[src/rtl/l2_port_arbiter.sv]
//-----------------------------------------------------------------------------
// l2_port_arbiter
//
// Shares the single L2 port between two L1 controllers: requester 0 (I-side)
// and requester 1 (D-side). While the port is idle, one pending requester is
// granted ownership. Its operation (fill or writeback), address and
// writeback line are captured at grant time. The L2 command is then driven
// from those captured values until L2 reports completion or the operation
// times out.
//
// Ports
//   clk, reset           rising-edge clock, synchronous active-high reset
//   rdX, wrX             requester X line-fill / writeback request
//   addrX, wdataX        requester X address and writeback line
//   gntX                 requester X owns the L2 port          (registered)
//   ackX                 fill data valid for requester X       (combinational)
//   doneX                writeback complete for requester X    (combinational)
//   l2_rd, l2_wr         command to L2                         (registered)
//   l2_addr, l2_wdata    captured address / line to L2         (registered)
//   l2_ack, l2_done      L2 fill data valid / write complete
//   busy                 port currently owned                  (registered)
//   timeout_err          sticky: an operation was aborted      (registered)
//-----------------------------------------------------------------------------
module l2_port_arbiter #(
  parameter int ADDR_W  = 32,
  parameter int LINE_W  = 128,
  parameter int TIMEOUT = 255
) (
  input  logic              clk,
  input  logic              reset,
  input  logic              rd0,
  input  logic              wr0,
  input  logic [ADDR_W-1:0] addr0,
  input  logic [LINE_W-1:0] wdata0,
  input  logic              rd1,
  input  logic              wr1,
  input  logic [ADDR_W-1:0] addr1,
  input  logic [LINE_W-1:0] wdata1,
  output logic              gnt0,
  output logic              gnt1,
  output logic              ack0,
  output logic              ack1,
  output logic              done0,
  output logic              done1,
  output logic              l2_rd,
  output logic              l2_wr,
  output logic [ADDR_W-1:0] l2_addr,
  output logic [LINE_W-1:0] l2_wdata,
  input  logic              l2_ack,
  input  logic              l2_done,
  output logic              busy,
  output logic              timeout_err
);

  typedef enum logic [1:0] {
    IDLE = 2'b00,
    OWN0 = 2'b01,
    OWN1 = 2'b10
  } state_t;

  // The abort limit is compared against an 8-bit cycle counter.
  localparam logic [7:0] TO_LIMIT = 8'(TIMEOUT);

  state_t              state_q, state_d;
  logic                last_owner_q, last_owner_d;
  logic                op_wr_q, op_wr_d;
  logic [ADDR_W-1:0]   addr_q, addr_d;
  logic [LINE_W-1:0]   wdata_q, wdata_d;
  logic [7:0]          cnt_q, cnt_d;
  logic                timeout_err_q, timeout_err_d;
  logic                gnt0_q, gnt0_d;
  logic                gnt1_q, gnt1_d;
  logic                busy_q, busy_d;
  logic                l2_rd_q, l2_rd_d;
  logic                l2_wr_q, l2_wr_d;

  logic                pend0;
  logic                pend1;
  logic                complete;
  logic [7:0]          cnt_inc;

  // Next-state, capture and registered-output computation.
  always_comb begin
    state_d       = state_q;
    last_owner_d  = last_owner_q;
    op_wr_d       = op_wr_q;
    addr_d        = addr_q;
    wdata_d       = wdata_q;
    cnt_d         = cnt_q;
    timeout_err_d = timeout_err_q;

    pend0    = rd0 | wr0;
    pend1    = rd1 | wr1;
    // Only the completion that matches the captured operation counts.
    complete = op_wr_q ? l2_done : l2_ack;
    cnt_inc  = cnt_q + 8'd1;

    case (state_q)
      IDLE: begin
        // On a tie, the requester that did not own the port last time wins.
        // Writeback is chosen over fill when both are raised together.
        if (pend0 && (!pend1 || last_owner_q)) begin
          state_d      = OWN0;
          last_owner_d = 1'b0;
          op_wr_d      = wr0;
          addr_d       = addr0;
          wdata_d      = wdata0;
          cnt_d        = 8'd0;
        end else if (pend1) begin
          state_d      = OWN1;
          last_owner_d = 1'b1;
          op_wr_d      = wr1;
          addr_d       = addr1;
          wdata_d      = wdata1;
          cnt_d        = 8'd0;
        end else begin
          state_d      = IDLE;
        end
      end
      OWN0, OWN1: begin
        // Completion is tested first so that it wins over an abort
        // falling on the same cycle.
        if (complete) begin
          state_d = IDLE;
        end else if (cnt_inc == TO_LIMIT) begin
          state_d       = IDLE;
          cnt_d         = cnt_inc;
          timeout_err_d = 1'b1;
        end else begin
          cnt_d = cnt_inc;
        end
      end
      default: begin
        state_d = IDLE;
      end
    endcase

    gnt0_d  = (state_d == OWN0);
    gnt1_d  = (state_d == OWN1);
    busy_d  = (state_d == OWN0) || (state_d == OWN1);
    l2_rd_d = busy_d && !op_wr_d;
    l2_wr_d = busy_d && op_wr_d;
  end

  // State, captured request and registered outputs.
  always_ff @(posedge clk) begin
    if (reset) begin
      state_q       <= IDLE;
      last_owner_q  <= 1'b1;
      op_wr_q       <= 1'b0;
      addr_q        <= '0;
      wdata_q       <= '0;
      cnt_q         <= 8'd0;
      timeout_err_q <= 1'b0;
      gnt0_q        <= 1'b0;
      gnt1_q        <= 1'b0;
      busy_q        <= 1'b0;
      l2_rd_q       <= 1'b0;
      l2_wr_q       <= 1'b0;
    end else begin
      state_q       <= state_d;
      last_owner_q  <= last_owner_d;
      op_wr_q       <= op_wr_d;
      addr_q        <= addr_d;
      wdata_q       <= wdata_d;
      cnt_q         <= cnt_d;
      timeout_err_q <= timeout_err_d;
      gnt0_q        <= gnt0_d;
      gnt1_q        <= gnt1_d;
      busy_q        <= busy_d;
      l2_rd_q       <= l2_rd_d;
      l2_wr_q       <= l2_wr_d;
    end
  end

  // Completion pulses are qualified by current ownership, so a stray
  // l2_ack/l2_done while idle or for the other operation is dropped.
  assign ack0  = (state_q == OWN0) && !op_wr_q && l2_ack;
  assign ack1  = (state_q == OWN1) && !op_wr_q && l2_ack;
  assign done0 = (state_q == OWN0) &&  op_wr_q && l2_done;
  assign done1 = (state_q == OWN1) &&  op_wr_q && l2_done;

  assign gnt0        = gnt0_q;
  assign gnt1        = gnt1_q;
  assign busy        = busy_q;
  assign l2_rd       = l2_rd_q;
  assign l2_wr       = l2_wr_q;
  assign l2_addr     = addr_q;
  assign l2_wdata    = wdata_q;
  assign timeout_err = timeout_err_q;

endmodule
[config.mk]
export PLATFORM = sky130hd
export DESIGN_NAME = l2_port_arbiter
export DESIGN_NICKNAME = d
export VERILOG_FILES = /design/src/rtl/l2_port_arbiter.sv
export SDC_FILE = /design/constraint.sdc
export NUM_CORES = 1
export LEC_CHECK = 0
export CORE_AREA = 5 5 192 194
export DETAILED_ROUTE_END_ITERATION = 8
export DIE_AREA = 0 0 197 199
export MAX_ROUTING_LAYER = met4
export PLACE_DENSITY = 0.61
export SYNTH_ARGS = -nofsm -noshare
export SYNTH_HDL_FRONTEND = slang
export SYNTH_SLANG_ARGS = --single-unit
[constraint.sdc]
create_clock -name clk -period 2.7 [get_ports clk]
set_input_delay 0.54 -clock clk [delete_from_list [all_inputs] [get_ports clk]]
set_output_delay 0.54 -clock clk [all_outputs]
set_load 0.02 [all_outputs]
# Word-level counts from Yosys, hierarchy flattened
# Index checks and enable logic that the tools add are counted.
# W data, S select, Z words.
dict set report word_totals {
  register_bits 178
  word_cells 65
  out_inout_bits 170
}
dict set report op_classes {
  reduce_logical 23
  n_addsub 1
  bitwise 3
  muxes 19
  eq_ne 7
}
# operator n
set ops {}
lappend ops {{$mux W128} 2}
lappend ops {{$mux W32} 2}
lappend ops {{$mux W8} 3}
lappend ops {{$pmux W8 S2} 1}
lappend ops {{$logic_and A1 B1 Y1} 11}
lappend ops {{$add A8 B1 Y8 const B} 1}
lappend ops {{$eq A8 B8 Y1 const B} 1}
lappend ops {{$mux W2} 4}
lappend ops {{$mux W1} 6}
lappend ops {{$reduce_and A3 Y1} 2}
lappend ops {{$eq A2 B1 Y1 const B} 2}
lappend ops {{$eq A2 B2 Y1 const B} 2}
lappend ops {{$pmux W2 S2} 1}
lappend ops {{$reduce_bool A2 Y1} 2}
lappend ops {{$logic_not A1 Y1} 3}
lappend ops {{$ne A3 B3 Y1 const B} 1}
lappend ops {{$logic_not A2 Y1} 1}
lappend ops {{$logic_or A1 B1 Y1} 2}
lappend ops {{$ne A2 B2 Y1 const B} 1}
lappend ops {{$or A1 B1 Y1} 2}
lappend ops {{$reduce_and A2 Y1} 1}
lappend ops {{$reduce_or A2 Y1} 1}
lappend ops {{$not A1 Y1} 1}

# Longest topological paths before layout
# Gate-level depths: netlist of run 1.
dict set report logic_depth {
  depth_word 9
  ltp_mapped 8
  depth_no_buf 8
}

# Worst setup path before layout of run 1
# No wires, ideal clock.
dict set report synth_timing {
  path_kind {input-to-reg}
  from {input wr1}
  to {register l2_wr_q, in the netlist l2_wr}
  n_path_buf 2
  t_required_ns 2.585
  path_slack_ns 0.746
  stages 8
  t_arrival_ns 1.839
  setup_ns 0.115
  cell_sequence {nor2_4 -> o22ai_4 -> buf_6 -> buf_2 -> o311a_1 -> ha_1 -> nor2_1 -> and2_1}
}
dict set report synth_via {
  elab_chain_len 9
}
# item line
set synth_rtl {}
lappend synth_rtl {{from (decl)} 36} ;# input logic wr1,
lappend synth_rtl {{$or A1 B1 Y1} 93} ;# pend1 = rd1 | wr1;
lappend synth_rtl {{$logic_not A1 Y1} 102} ;# if (pend0 && (!pend1 || last_owner_q)) begin
lappend synth_rtl {{$logic_or A1 B1 Y1} 102}
lappend synth_rtl {{$logic_and A1 B1 Y1} 102}
lappend synth_rtl {{$mux W2} 102}
lappend synth_rtl {{$pmux W2 S2} 98} ;# case (state_q)
lappend synth_rtl {{$eq A2 B1 Y1 / $eq A2 B2 Y1 (equally long branches)} 140} ;# busy_d = (state_d == OWN0) || (state_d == OWN1);
lappend synth_rtl {{$logic_or A1 B1 Y1} 140}
lappend synth_rtl {{$logic_and A1 B1 Y1 *} 142} ;# l2_wr_d = busy_d && op_wr_d;
lappend synth_rtl {{to (signal assigned)} 172} ;# l2_wr_q <= l2_wr_d;
lappend synth_rtl {{to (decl)} 75} ;# logic l2_wr_q, l2_wr_d;
# Every way passes the cells marked *; elsewhere a longest branch is shown, timed or not.
# A chain may end at the register's enable or synchronous reset.

# Final worst setup path of run 1
dict set report layout_timing {
  from {input l2_ack}
  to {output ack0}
}
dict set report layout_via {
  elab_chain_len 1
}
# item line
set layout_rtl {}
lappend layout_rtl {{from (decl)} 49} ;# input logic l2_ack,
lappend layout_rtl {{$logic_and A1 B1 Y1} 178} ;# assign ack0 = (state_q == OWN0) && !op_wr_q && l2_ack;
lappend layout_rtl {{to (decl)} 41} ;# output logic ack0,
# No other way between the ends.

==> results of run 1 <==
[metal layers]
metal  vias up  track usage [%]  wire (um)
li1       4503                -          -
met1      4203             20.6      14300
met2       388             27.5      16300
met3        36             5.91       3160
met4         0             5.37        679
met5         -                -          0
[through the flow]
stage | hold slack, ps | std cells | total power, mW
6_report | 470 | 1948 | 11.8
5_1_grt | 469 | 1948 | 12.6
4_1_cts | 436 | 1946 | 12.0
3_5_place_dp | 465 | 1916 | 9.48
3_3_place_gp | 465 | 1916 | 9.41
2_1_floorplan | 437 | 1017 | 6.75
[critical path: cells and delay by family]
family | cells | cell delay (ps)
buffers and inverters | 2 | 1140
AND/OR/NAND/NOR | 1 | 180
[final cells by class]
cell class | count | area (um^2)
diodes | 2 | 5.00
clock buffers | 22 | 474
clock inverters | 8 | 81.3
fillers | 3564 | 21000
inverters | 8 | 30.0
multi-input cells | 740 | 3990
flip-flops and latches | 178 | 3560
well taps | 461 | 577
repair buffers | 529 | 5350
[cells in the mapped netlist (2+ instances only)]
library cell	number	area, um^2
nand2_1	325	1220
dfxtp_1	178	3560
nor2_1	162	608
a311oi_1	160	1400
clkbuf_1	48	180
buf_2	38	190
o21ai_0	9	45.0
ha_1	8	100
inv_1	7	26.3
nand3_1	6	30.0
a211oi_1	4	30.0
a21oi_1	4	20.0
nand4_1	4	25.0
or4_1	4	30.0
and4_1	3	26.3
buf_6	3	33.8
nand4b_1	3	26.3
nor2b_1	3	18.8
nor3_1	3	15.0
o211ai_1	3	22.5
o31ai_1	3	22.5
xor2_1	3	26.3
and2_1	2	12.5
and3_1	2	12.5
and3b_1	2	17.5
buf_1	2	7.51
nor2_2	2	12.5
o21ai_1	2	10.0
o311ai_0	2	17.5
[sequential cells by signal, indices dropped and copies added, names as in the netlist]
signal        flops
busy              1
cnt_q             8
gnt0              1
gnt1              1
l2_addr          32
l2_rd             1
l2_wdata        128
l2_wr             1
last_owner_q      1
op_wr_q           1
state_q           2
timeout_err       1
[path summary, 6_finish.rpt]
check	start	end	slack, ps	depth (start not counted)
worst max-delay path	l2_ack	ack0	300	3
worst max register to register	cnt_q[1]	l2_wr	470	8
worst min-delay path	reset	gnt0	470	2
worst min register to register	cnt_q[7]	cnt_q[7]	480	2
[cell families (layout without fill, tap and decap cells)]
group | Yosys count | after routing | synth area share (%)
compound gates | 198 | 198 | 21.1
other cells | 0 | 2 | 0
fa+ha+maj | 8 | 8 | 1.25
xor+xnor | 3 | 3 | 0.329
buf+inv | 99 | 567 | 5.54
simple gates | 529 | 529 | 26.7
mux | 2 | 2 | 0.408
flops | 178 | 178 | 44.7
[report_power, final]
group	total, mW	switching (mW)	internal [mW]
registers	3.77	0.398	3.37
logic	5.60	3.04	2.56
clock network	2.41	1.08	1.34
==> reports/qor.yml, run 1 <==
critical_path:
  cp-end-kind: "primary output"
  slowest_delay_ps: 600
  worstSetupPathType: "input pin to primary output"
  worstPathRequired_ps: 2160
  crit_path_start_kind: "input pin"
  crit_arrival_ps: 1860
  cp_slowest_cell: "clkdlybuf4s50_1"
  worstPathMaxFanout: 3
  path_cells: "clkdlybuf4s50_1, and3b_1, clkdlybuf4s50_1"
  cp_common_cell: "clkdlybuf4s50_1"
run_status:
  status: "finished, final reports clean"
sta:
  hold_viol: 0
  worst_slew_pin_slew_ps: 638
  slew_violations: 0
  finalSetupTns_ps: 0
  fin_ws_ps: 305
  setup_viol: 0
  period_needed_ps: 2400
  fmax_mhz: 417
  skew_ps: 9.52
  fin_crit_sh_pct: 88.7
  max_slew_margin_pct: 56.3
  grt_setup_unrepaired: "no"
logic_synthesis:
  synth_area_um2: 7980
  synth_flop_cell: "dfxtp_1"
  yosys_register_bits: 178
  syn_inst: 1017
  yosys_warnings: 0
  async_reset_ff_share_pct: 0
  synth_edf_count: 0
  syn_nets: 1353
  ys_types: 51
  syn_avg_cell_area_um2: 7.84
  yosysSeqAreaShare_pct: 44.7
cts:
  clk_pin_slew_worst_paths_ps: 60
  cts.repair.resized: 0
  cts_num_sinks: 178
  cts_buffers: 17
  cts_tree: "done"
  htreeDepth: 4
  cts_hold_buf: 0
  clock_path_buffers: 2
  post-cts-setup-buffer-count: 0
  cts_root_buf: "clkbuf_16"
  insertion_delay_ps: 440
die:
  initial_core_util_pct: 22.8
  die_area_um2: 39200
  std_cell_rows: 69
  chipHeight_um: 199
  io_pins: 498
  die_w_um: 197
  core_um2: 35100
power:
  ir_drop_v: 0.000427
  power_leakage_nw: 5.39
  p_per_area_nw_per_um2: 837
finish:
  fin_area_um2: 14100
  mostFrequentLayoutCells: "clkdlybuf4s50_1, nand2_1, dfxtp_1"
  finish.utilization_pct: 40.1
  drive_gt1_share_pct: 4.85
  final_common_cell: "clkdlybuf4s50_1"
  num-nets-final: 1810
  syn_to_final_growth_pct: 76.4
placement:
  place.gp.congestion: 0.824
  post-dp-hpwl_um: 25700
  placement.io_buffers: 497
  dp_slack_ps: 119
  placedInstanceArea_um2: 13500
detailed_routing:
  vias_per_cell: 4.69
  drt_wl_total_um: 34400
  drt_first_pass_iters: 4
  route.detailed.drc: 0
  avgRoutedWirePerCell_um: 17.7
  vias: 9130
  drtAntennaViolNets: 0
  dr.first_iter.drc_count: 313
global_route:
  groute.usage.overall_pct: 17.2
  grt_antenna_before_repair: 2
  grt_start_max_net_pins: 151
  grt-ovfl-total: 0
  grt_first_pass_wirelength_um: 51800
  grt_pass1_vias: 9243
run:
  max_cap_violations: 0
min_path:
  hold_class: "input pin to flop"
(Power assumes the default switching activity.)
==> run 2, diff against run 1 <==
CTS_CLUSTER_DIAMETER = 50   (was default)
==> results of run 2 <==
Final layout, timing and power as in run 1 (identical DEF).
